[src/rtl/alu_seq.sv]
// Sequential ALU: single-cycle add/and/or/xor with operand zero/negate modifiers,
// plus an optional shift-add multiply taking WIDTH+1 cycles. Valid/ready on both sides.
module alu_seq #(
    parameter int WIDTH  = 16,
    parameter bit MUL_EN = 1'b1
) (
    input  logic             clk,
    input  logic             rst,
    input  logic             in_valid,
    output logic             in_ready,
    input  logic [WIDTH-1:0] x,
    input  logic [WIDTH-1:0] y,
    input  logic             zx,
    input  logic             nx,
    input  logic             zy,
    input  logic             ny,
    input  logic [2:0]       op,
    input  logic             no,
    input  logic             cin,
    output logic             out_valid,
    input  logic             out_ready,
    output logic [WIDTH-1:0] out,
    output logic             zero,
    output logic             neg,
    output logic             carry,
    output logic             ovf,
    output logic             err
);

    localparam int CW = $clog2(WIDTH + 1);

    localparam logic [2:0] OP_ADD = 3'b000;
    localparam logic [2:0] OP_AND = 3'b001;
    localparam logic [2:0] OP_OR  = 3'b010;
    localparam logic [2:0] OP_XOR = 3'b011;
    localparam logic [2:0] OP_MUL = 3'b100;

    typedef enum logic [1:0] {
        IDLE = 2'd0,
        BUSY = 2'd1,
        HOLD = 2'd2
    } state_t;

    state_t state, state_nx;

    logic               accept;
    logic               op_mul;
    logic [WIDTH-1:0]   xp, yp;
    logic [WIDTH:0]     sum;
    logic [WIDTH-1:0]   sc_r, sc_out;
    logic               sc_carry, sc_ovf, sc_err;

    logic [2*WIDTH-1:0] mcand;
    logic [WIDTH-1:0]   mplier;
    logic [2*WIDTH-1:0] acc;
    logic [CW-1:0]      cnt;
    logic               mul_no;
    logic               mul_done;
    logic [WIDTH-1:0]   mul_out;
    logic               mul_carry;

    assign in_ready  = (state == IDLE) || ((state == HOLD) && out_ready);
    assign accept    = in_valid && in_ready;
    assign out_valid = (state == HOLD);
    assign op_mul    = MUL_EN && (op == OP_MUL);
    assign mul_done  = (state == BUSY) && (cnt == '0);

    // Operand prep: zero first, then negate.
    always_comb begin
        xp = zx ? '0 : x;
        if (nx) xp = ~xp;
        yp = zy ? '0 : y;
        if (ny) yp = ~yp;
    end

    assign sum = {1'b0, xp} + {1'b0, yp} + {{WIDTH{1'b0}}, cin};

    // NOTE: every output of this block gets a default before the case, so no latch is inferred.
    always_comb begin
        sc_r     = '0;
        sc_carry = 1'b0;
        sc_ovf   = 1'b0;
        sc_err   = 1'b0;
        case (op)
            OP_ADD: begin
                sc_r     = sum[WIDTH-1:0];
                sc_carry = sum[WIDTH];
                sc_ovf   = (xp[WIDTH-1] == yp[WIDTH-1]) && (sum[WIDTH-1] != xp[WIDTH-1]);
            end
            OP_AND:  sc_r = xp & yp;
            OP_OR:   sc_r = xp | yp;
            OP_XOR:  sc_r = xp ^ yp;
            default: sc_err = 1'b1;
        endcase
        // Illegal ops report a clean zero result regardless of the negate bit.
        sc_out = sc_err ? '0 : (no ? ~sc_r : sc_r);
    end

    assign mul_out   = mul_no ? ~acc[WIDTH-1:0] : acc[WIDTH-1:0];
    assign mul_carry = |acc[2*WIDTH-1:WIDTH];

    always_comb begin
        state_nx = state;
        case (state)
            IDLE: if (accept) state_nx = op_mul ? BUSY : HOLD;
            BUSY: if (mul_done) state_nx = HOLD;
            HOLD: begin
                if (accept)         state_nx = op_mul ? BUSY : HOLD;
                else if (out_ready) state_nx = IDLE;
            end
            default: state_nx = IDLE;
        endcase
    end

    // NOTE: registered state is always assigned non-blocking so every flop samples pre-edge values.
    always_ff @(posedge clk) begin
        if (rst) state <= IDLE;
        else     state <= state_nx;
    end

    always_ff @(posedge clk) begin
        if (rst) begin
            out    <= '0;
            zero   <= 1'b0;
            neg    <= 1'b0;
            carry  <= 1'b0;
            ovf    <= 1'b0;
            err    <= 1'b0;
            mcand  <= '0;
            mplier <= '0;
            acc    <= '0;
            cnt    <= '0;
            mul_no <= 1'b0;
        end else if (accept) begin
            if (op_mul) begin
                mcand  <= {{WIDTH{1'b0}}, xp};
                mplier <= yp;
                acc    <= '0;
                cnt    <= CW'(WIDTH);
                mul_no <= no;
            end else begin
                out   <= sc_out;
                zero  <= (sc_out == '0);
                neg   <= sc_out[WIDTH-1];
                carry <= sc_carry;
                ovf   <= sc_ovf;
                err   <= sc_err;
            end
        end else if (state == BUSY) begin
            if (cnt == '0) begin
                out   <= mul_out;
                zero  <= (mul_out == '0);
                neg   <= mul_out[WIDTH-1];
                carry <= mul_carry;
                ovf   <= 1'b0;
                err   <= 1'b0;
            end else begin
                // One multiplier bit per cycle, LSB first.
                if (mplier[0]) acc <= acc + mcand;
                mcand  <= mcand << 1;
                mplier <= mplier >> 1;
                cnt    <= cnt - CW'(1);
            end
        end
    end

endmodule

[config.mk]
export PLATFORM = sky130hd
export DESIGN_NAME = alu_seq
export DESIGN_NICKNAME = d
export VERILOG_FILES = /design/src/rtl/alu_seq.sv
export SDC_FILE = /design/constraint.sdc
export NUM_CORES = 1
export LEC_CHECK = 0
export ABC_AREA = 0
export BUFFER_PORTS_ARGS = -buffer_cell sky130_fd_sc_hd__buf_4
export CAP_MARGIN = 15
export CORE_MARGIN = 2
export CORE_UTILIZATION = 56
export CTS_CLUSTER_DIAMETER = 200
export DETAILED_ROUTE_END_ITERATION = 16
export GPL_ROUTABILITY_DRIVEN = 0
export GPL_TIMING_DRIVEN = 0
export PLACE_DENSITY = 0.84
export SLEW_MARGIN = 10
export SYNTH_ARGS = -nofsm -noshare
export SYNTH_HDL_FRONTEND = slang
export SYNTH_SLANG_ARGS = --single-unit
export TNS_END_PERCENT = 100
[constraint.sdc]
create_clock -name clk -period 3.9 [get_ports clk]
set_input_delay 0.39 -clock clk [delete_from_list [all_inputs] [get_ports clk]]
set_output_delay 0.39 -clock clk [all_outputs]
set_load 0.005 [all_outputs]
After elaboration in Yosys (flattened, before gate mapping):

Cells that the tools add are included.
W data, S select, Z words.

* add/sub/neg operators: 4
* eq/ne operators: 14
* mux-type cells: 56
* bitwise logic cells: 7
* reductions and logical operators: 20

Operator list (number)
* $mux W32: 9
* $mux W16: 15
* $not A16 Y16: 4
* $pmux W16 S4: 1
* $add A32 B32 Y32: 1
* $logic_not A16 Y1: 2
* $mux W1: 21
* $mux W5: 4
* $add A16 B16 Y17: 1
* $add A17 B1 Y17: 1
* $and A16 B16 Y16: 1
* $or A16 B16 Y16: 1
* $reduce_or A16 Y1: 1
* $xor A16 B16 Y16: 1
* $mux W2: 5
* $reduce_and A3 Y1: 3
* $ne A2 B2 Y1 const B: 4
* $eq A3 B2 Y1 const B: 2
* $pmux W2 S3: 1
* $reduce_bool A2 Y1: 3
* $logic_not A5 Y1: 1
* $sub A5 B1 Y5 const B: 1
* $logic_and A1 B1 Y1: 4
* $reduce_and A4 Y1: 1
* 13 further kinds: 13

* register bits: 109
* input port bits: 45
* output and inout bits: 23

Depth between registers and ports, before layout:

* depth in word-level cells: 12
* depth in mapped cells: 16

Worst setup path after synthesis:

No wires, ideal clock.

* path kind: input-to-reg
* start point: in nx
* end point: reg zero
* library setup time: 0.092 ns
* arrival time: 3.704 ns
* path slack: 0.103 ns
* stages: 15
* buffers on the path: 2
* path through: buf_4 -> buf_1 -> xnor2_1 -> fa_1 -> ha_1 -> nor2b_1 -> mux2i_2 -> nand3_1 -> nand3_1 -> a221o_1 -> or4_1 -> a21boi_1 -> o2111a_1 -> nand3b_1 -> o32ai_1

* cells in the longest elaborated chain, start to end: 10

RTL lines
* start: declaration: RTL line 14 `input logic nx,`
* $mux W16 (*): RTL line 71 `if (nx) xp = ~xp;`
* $add A16 B16 Y17: RTL line 76 `assign sum = {1'b0, xp} + {1'b0, yp} + {{WIDTH{1'b0}}, cin};`
* $add A17 B1 Y17: RTL line 76
* $pmux W16 S4 (*): RTL line 84 `case (op)`
* $not A16 Y16: RTL line 96 `sc_out = sc_err ? '0 : (no ? ~sc_r : sc_r);`
* $mux W16 (*) (2 in series): RTL line 96
* $logic_not A16 Y1 (*): RTL line 143 `zero <= (sc_out == '0);`
* $mux W1 (*): RTL line 135 `if (op_mul) begin`
* $mux W1 (*): RTL line 134 `end else if (accept) begin`
* end signal: assignment: RTL line 143
* end signal: assignment: RTL line 152 `zero <= (mul_out == '0);`
* end: declaration: RTL line 23 `output logic zero,`

Mark *: on every way between the ends. The rest lies on a longest branch, timed or not. The select of a mux whose other input is x is not followed.
A chain may end at the register's enable or synchronous reset.

Worst setup path in the final report:

* start point: in zy
* end point: reg zero

* cells in the longest elaborated chain, start to end: 12

RTL lines
* start: declaration: RTL line 15 `input logic zy,`
* $mux W16 (*): RTL line 72 `yp = zy ? '0 : y;`
* $not A16 Y16: RTL line 73 `if (ny) yp = ~yp;`
* $mux W16 (*): RTL line 73
* $add A16 B16 Y17: RTL line 76
* $add A17 B1 Y17: RTL line 76
* $pmux W16 S4 (*): RTL line 84
* $not A16 Y16: RTL line 96
* $mux W16 (*) (2 in series): RTL line 96
* $logic_not A16 Y1 (*): RTL line 143
* $mux W1 (*): RTL line 135
* $mux W1 (*): RTL line 134

Marked as above.

==> impl_metrics.toml <==
[layout]
final_core_util_pct = 64.0
register_area_um2 = 2160
area_growth_pct = 12.7
fillers = 1328
final_nets = 1298
final_cells = 1379
multiInputGateArea_um2 = 5990
antenna_cells = 0
layout-drive-gt1-share_pct = 10.1
fin_area_um2 = 9650

[setup_path]
r2r_slack_ns = 0.46
r2r_cells = 10
r2r-end = "acc[31]"
critPathLaunchType = "primary input"
critPathCapture = "zero"
end_kind = "register"
cp_max_fo = 7
worstReg2RegStart = "acc[6]"
critPathArrivalTime_ns = 4.10
worst-setup-path-type = "in2reg"
cp.required_ns = 4.16
startpoint = "zy"

[synth]
yosysWarnings = 0
synth-async-reset-ratio_pct = 0
synthesis.nets = 1225
synth_ff_type = "dfxtp_1"
ys_ff_latch = 108
synthCells = 1113
synth_edf_count = 0
ys_types = 79
ys_seq_area_share_pct = 25.3
netlist_area_um2 = 8560
synth.avg_cell_area_um2 = 7.69

[clock_tree]
cts_buffers = 9
cts_buffer_depth = 2
root_buffer = "clkbuf_16"
tritoncts = "yes"
cts.sinks = 108
worstSkewPairLatency_ns = 0.37
path_clk_slew_ns = 0.07
hold_buffers = 0
htree_num_levels = 3

[global_routing]
grtUsageTotal_pct = 30.7
grt_pass1_wl_mm = 40.0
overflow = 0
grt_start_max_net_pins = 19
grt_pass1_vias = 8108
antenna_found_initial = 0

[hold_path]
worstHoldPathType = "in2reg"
holdCritStartpoint = "out_ready"

[placed_design]
dp_hpwl_mm = 19.5
placed_cell_area_um2 = 9260
numPlacedInstances = 1363
port_buffers = 62

[floorplan]
die_x_um = 128
core_area_um2 = 15100
fp.dieH_um = 128
dieArea_um2 = 16300
row_count = 45
initial_core_util_pct = 56.7
io_pins = 68

[power_and_ir_drop]
power.leakage_uw = 0.00410
peakVddDrop_v = 0.000254
power_density_nw_per_um2 = 400

[drt]
drt-total-wl_mm = 25.5
via_per_inst = 6.34
firstDrtPassIters = 5
vias = 8740
drcViolationCount = 0
routedWlPerCell_um = 18.5
antenna_left = 0
drtIter0Drc = 890

[timing]
hold_violations = 0
clock.fmax_mhz = 261
setup_viol = 0
setup_tns_ns = 0
worst_pin_slew_ns = 0.873
relSlewSlack_pct = 41.8
period_share_pct = 98.3
skew_ns = 0.0153
drv_slew = 0
min_period_ns = 3.83

[job]
cap_violations = 0

[status]
status = "finished, final reports clean"
[sequential cells by signal (all words and copies together), names as in the netlist]
signal and count:
acc 32, mcand 32, mplier 16, out 16, cnt 5, state 2
carry 1, err 1, mul_no 1, ovf 1, zero 1
[placed cells by master, fill, tap and decap left out, types with 11 or more instances in the layout]
| master | synthesis | layout |
|---|---|---|
| nand2b_1 | 11 | 11 |
| mux2i_1 | 18 | 18 |
| nor2_1 | 57 | 57 |
| nand3_1 | 55 | 55 |
| inv_1 | 49 | 49 |
| buf_4 | 2 | 65 |
| nor2b_1 | 32 | 32 |
| xor2_1 | 24 | 24 |
| and3_1 | 13 | 13 |
| xnor2_1 | 58 | 54 |
| o211ai_1 | 44 | 44 |
| o21ai_0 | 33 | 33 |
| clkbuf_1 | 59 | 57 |
| a31oi_1 | 14 | 12 |
| nor3_1 | 16 | 16 |
| nand2_1 | 143 | 143 |
| ha_1 | 65 | 65 |
| a21o_1 | 24 | 24 |
| dfxtp_1 | 108 | 108 |
| a21oi_1 | 117 | 117 |
| a22oi_1 | 14 | 14 |
[power by group]
group          leakage [uW]  total, uW  switching, uW  internal (uW)
sequential         0.000874       1310           90.0           1220
combinational       0.00307       1580           1000            578
clock              0.000154        965            442            523
[layer usage]
| metal | wire, um | up-vias | GRT usage (%) |
|---|---|---|---|
| met1 | 10200 | 4019 | 38.9 |
| li1 | - | 4129 | - |
| met4 | 1180 | 0 | 14.5 |
| met2 | 11400 | 489 | 49.9 |
| met5 | 0 | - | 0 |
| met3 | 2740 | 103 | 6.84 |
[stage by stage]
step | setup WS (ns) | hold WS, ns | power [uW]
global placement | -0.696 | 0.439 | 2800
CTS | 0.106 | 0.285 | 3810
global route | -0.0114 | 0.311 | 4040
finish | 0.0675 | 0.286 | 3860
detailed placement | -0.803 | 0.444 | 2850
floorplan | 0.103 | 0.432 | 2390
[cell type report]
cell class              count  share of cell area (%)
repair buffers             63                    4.90
plain buffers              72                    3.03
clock inverters             6                   0.726
well taps                 188                    2.44
flip-flops and latches    108                    22.4
inverters                  50                    1.94
clock buffers              10                    2.48
multi-input cells         882                    62.1
[what timing repair did]
item,in CTS,in global routing
pin swaps,1,0
resized for setup,5,8
endpoints found under the setup margin,7,1
setup buffers,1,0
[critical path, cell delays in order]
cell and delay [ns]:
buf_4 0.13, and2b_1 0.20, xnor2_1 0.53, ha_1 0.36, a31oi_1 0.26, a2bb2oi_1 0.21
o31a_1 0.25, a21oi_4 0.13, a221o_1 0.33, o21ai_0 0.36, mux2i_1 0.23, a2111oi_4 0.30
nand3b_1 0.13, o32ai_2 0.28
[cell families (layout without fill, tap and decap cells)]
| family | after synthesis | count (layout) | synth area share [%] |
|---|---|---|---|
| buf+inv | 123 | 201 | 5.60 |
| flops | 108 | 108 | 25.3 |
| xor+xnor | 84 | 84 | 8.77 |
| simple gates | 390 | 390 | 22.4 |
| fa+ha+maj | 67 | 67 | 9.97 |
| compound gates | 314 | 314 | 24.3 |
| mux | 27 | 27 | 3.74 |
[cells in the mapped netlist, drive strengths merged (24+ instances only)]
cell	number	area share (%)
a21oi	118	7.0
xnor2	60	6.3
a21o	24	2.1
dfxtp	108	25
inv	49	2.1
xor2	24	2.5
nand3	55	3.2
clkbuf	60	2.6
nand2	143	6.3
o21ai	33	1.9
nor2b	34	2.7
o211ai	45	4.0
nor2	57	2.5
ha	65	9.5
[worst min-delay path by stage]
stage	to	cells past startpoint	slack (ns)
floorplan	mplier[10]	2	0.43
CTS	state[1]	4	0.29
finish	state[1]	4	0.29
detailed placement	out[13]	2	0.44
global placement	mplier[2]	2	0.44
global route	state[1]	4	0.31
Power figures use the tool's default switching activity.
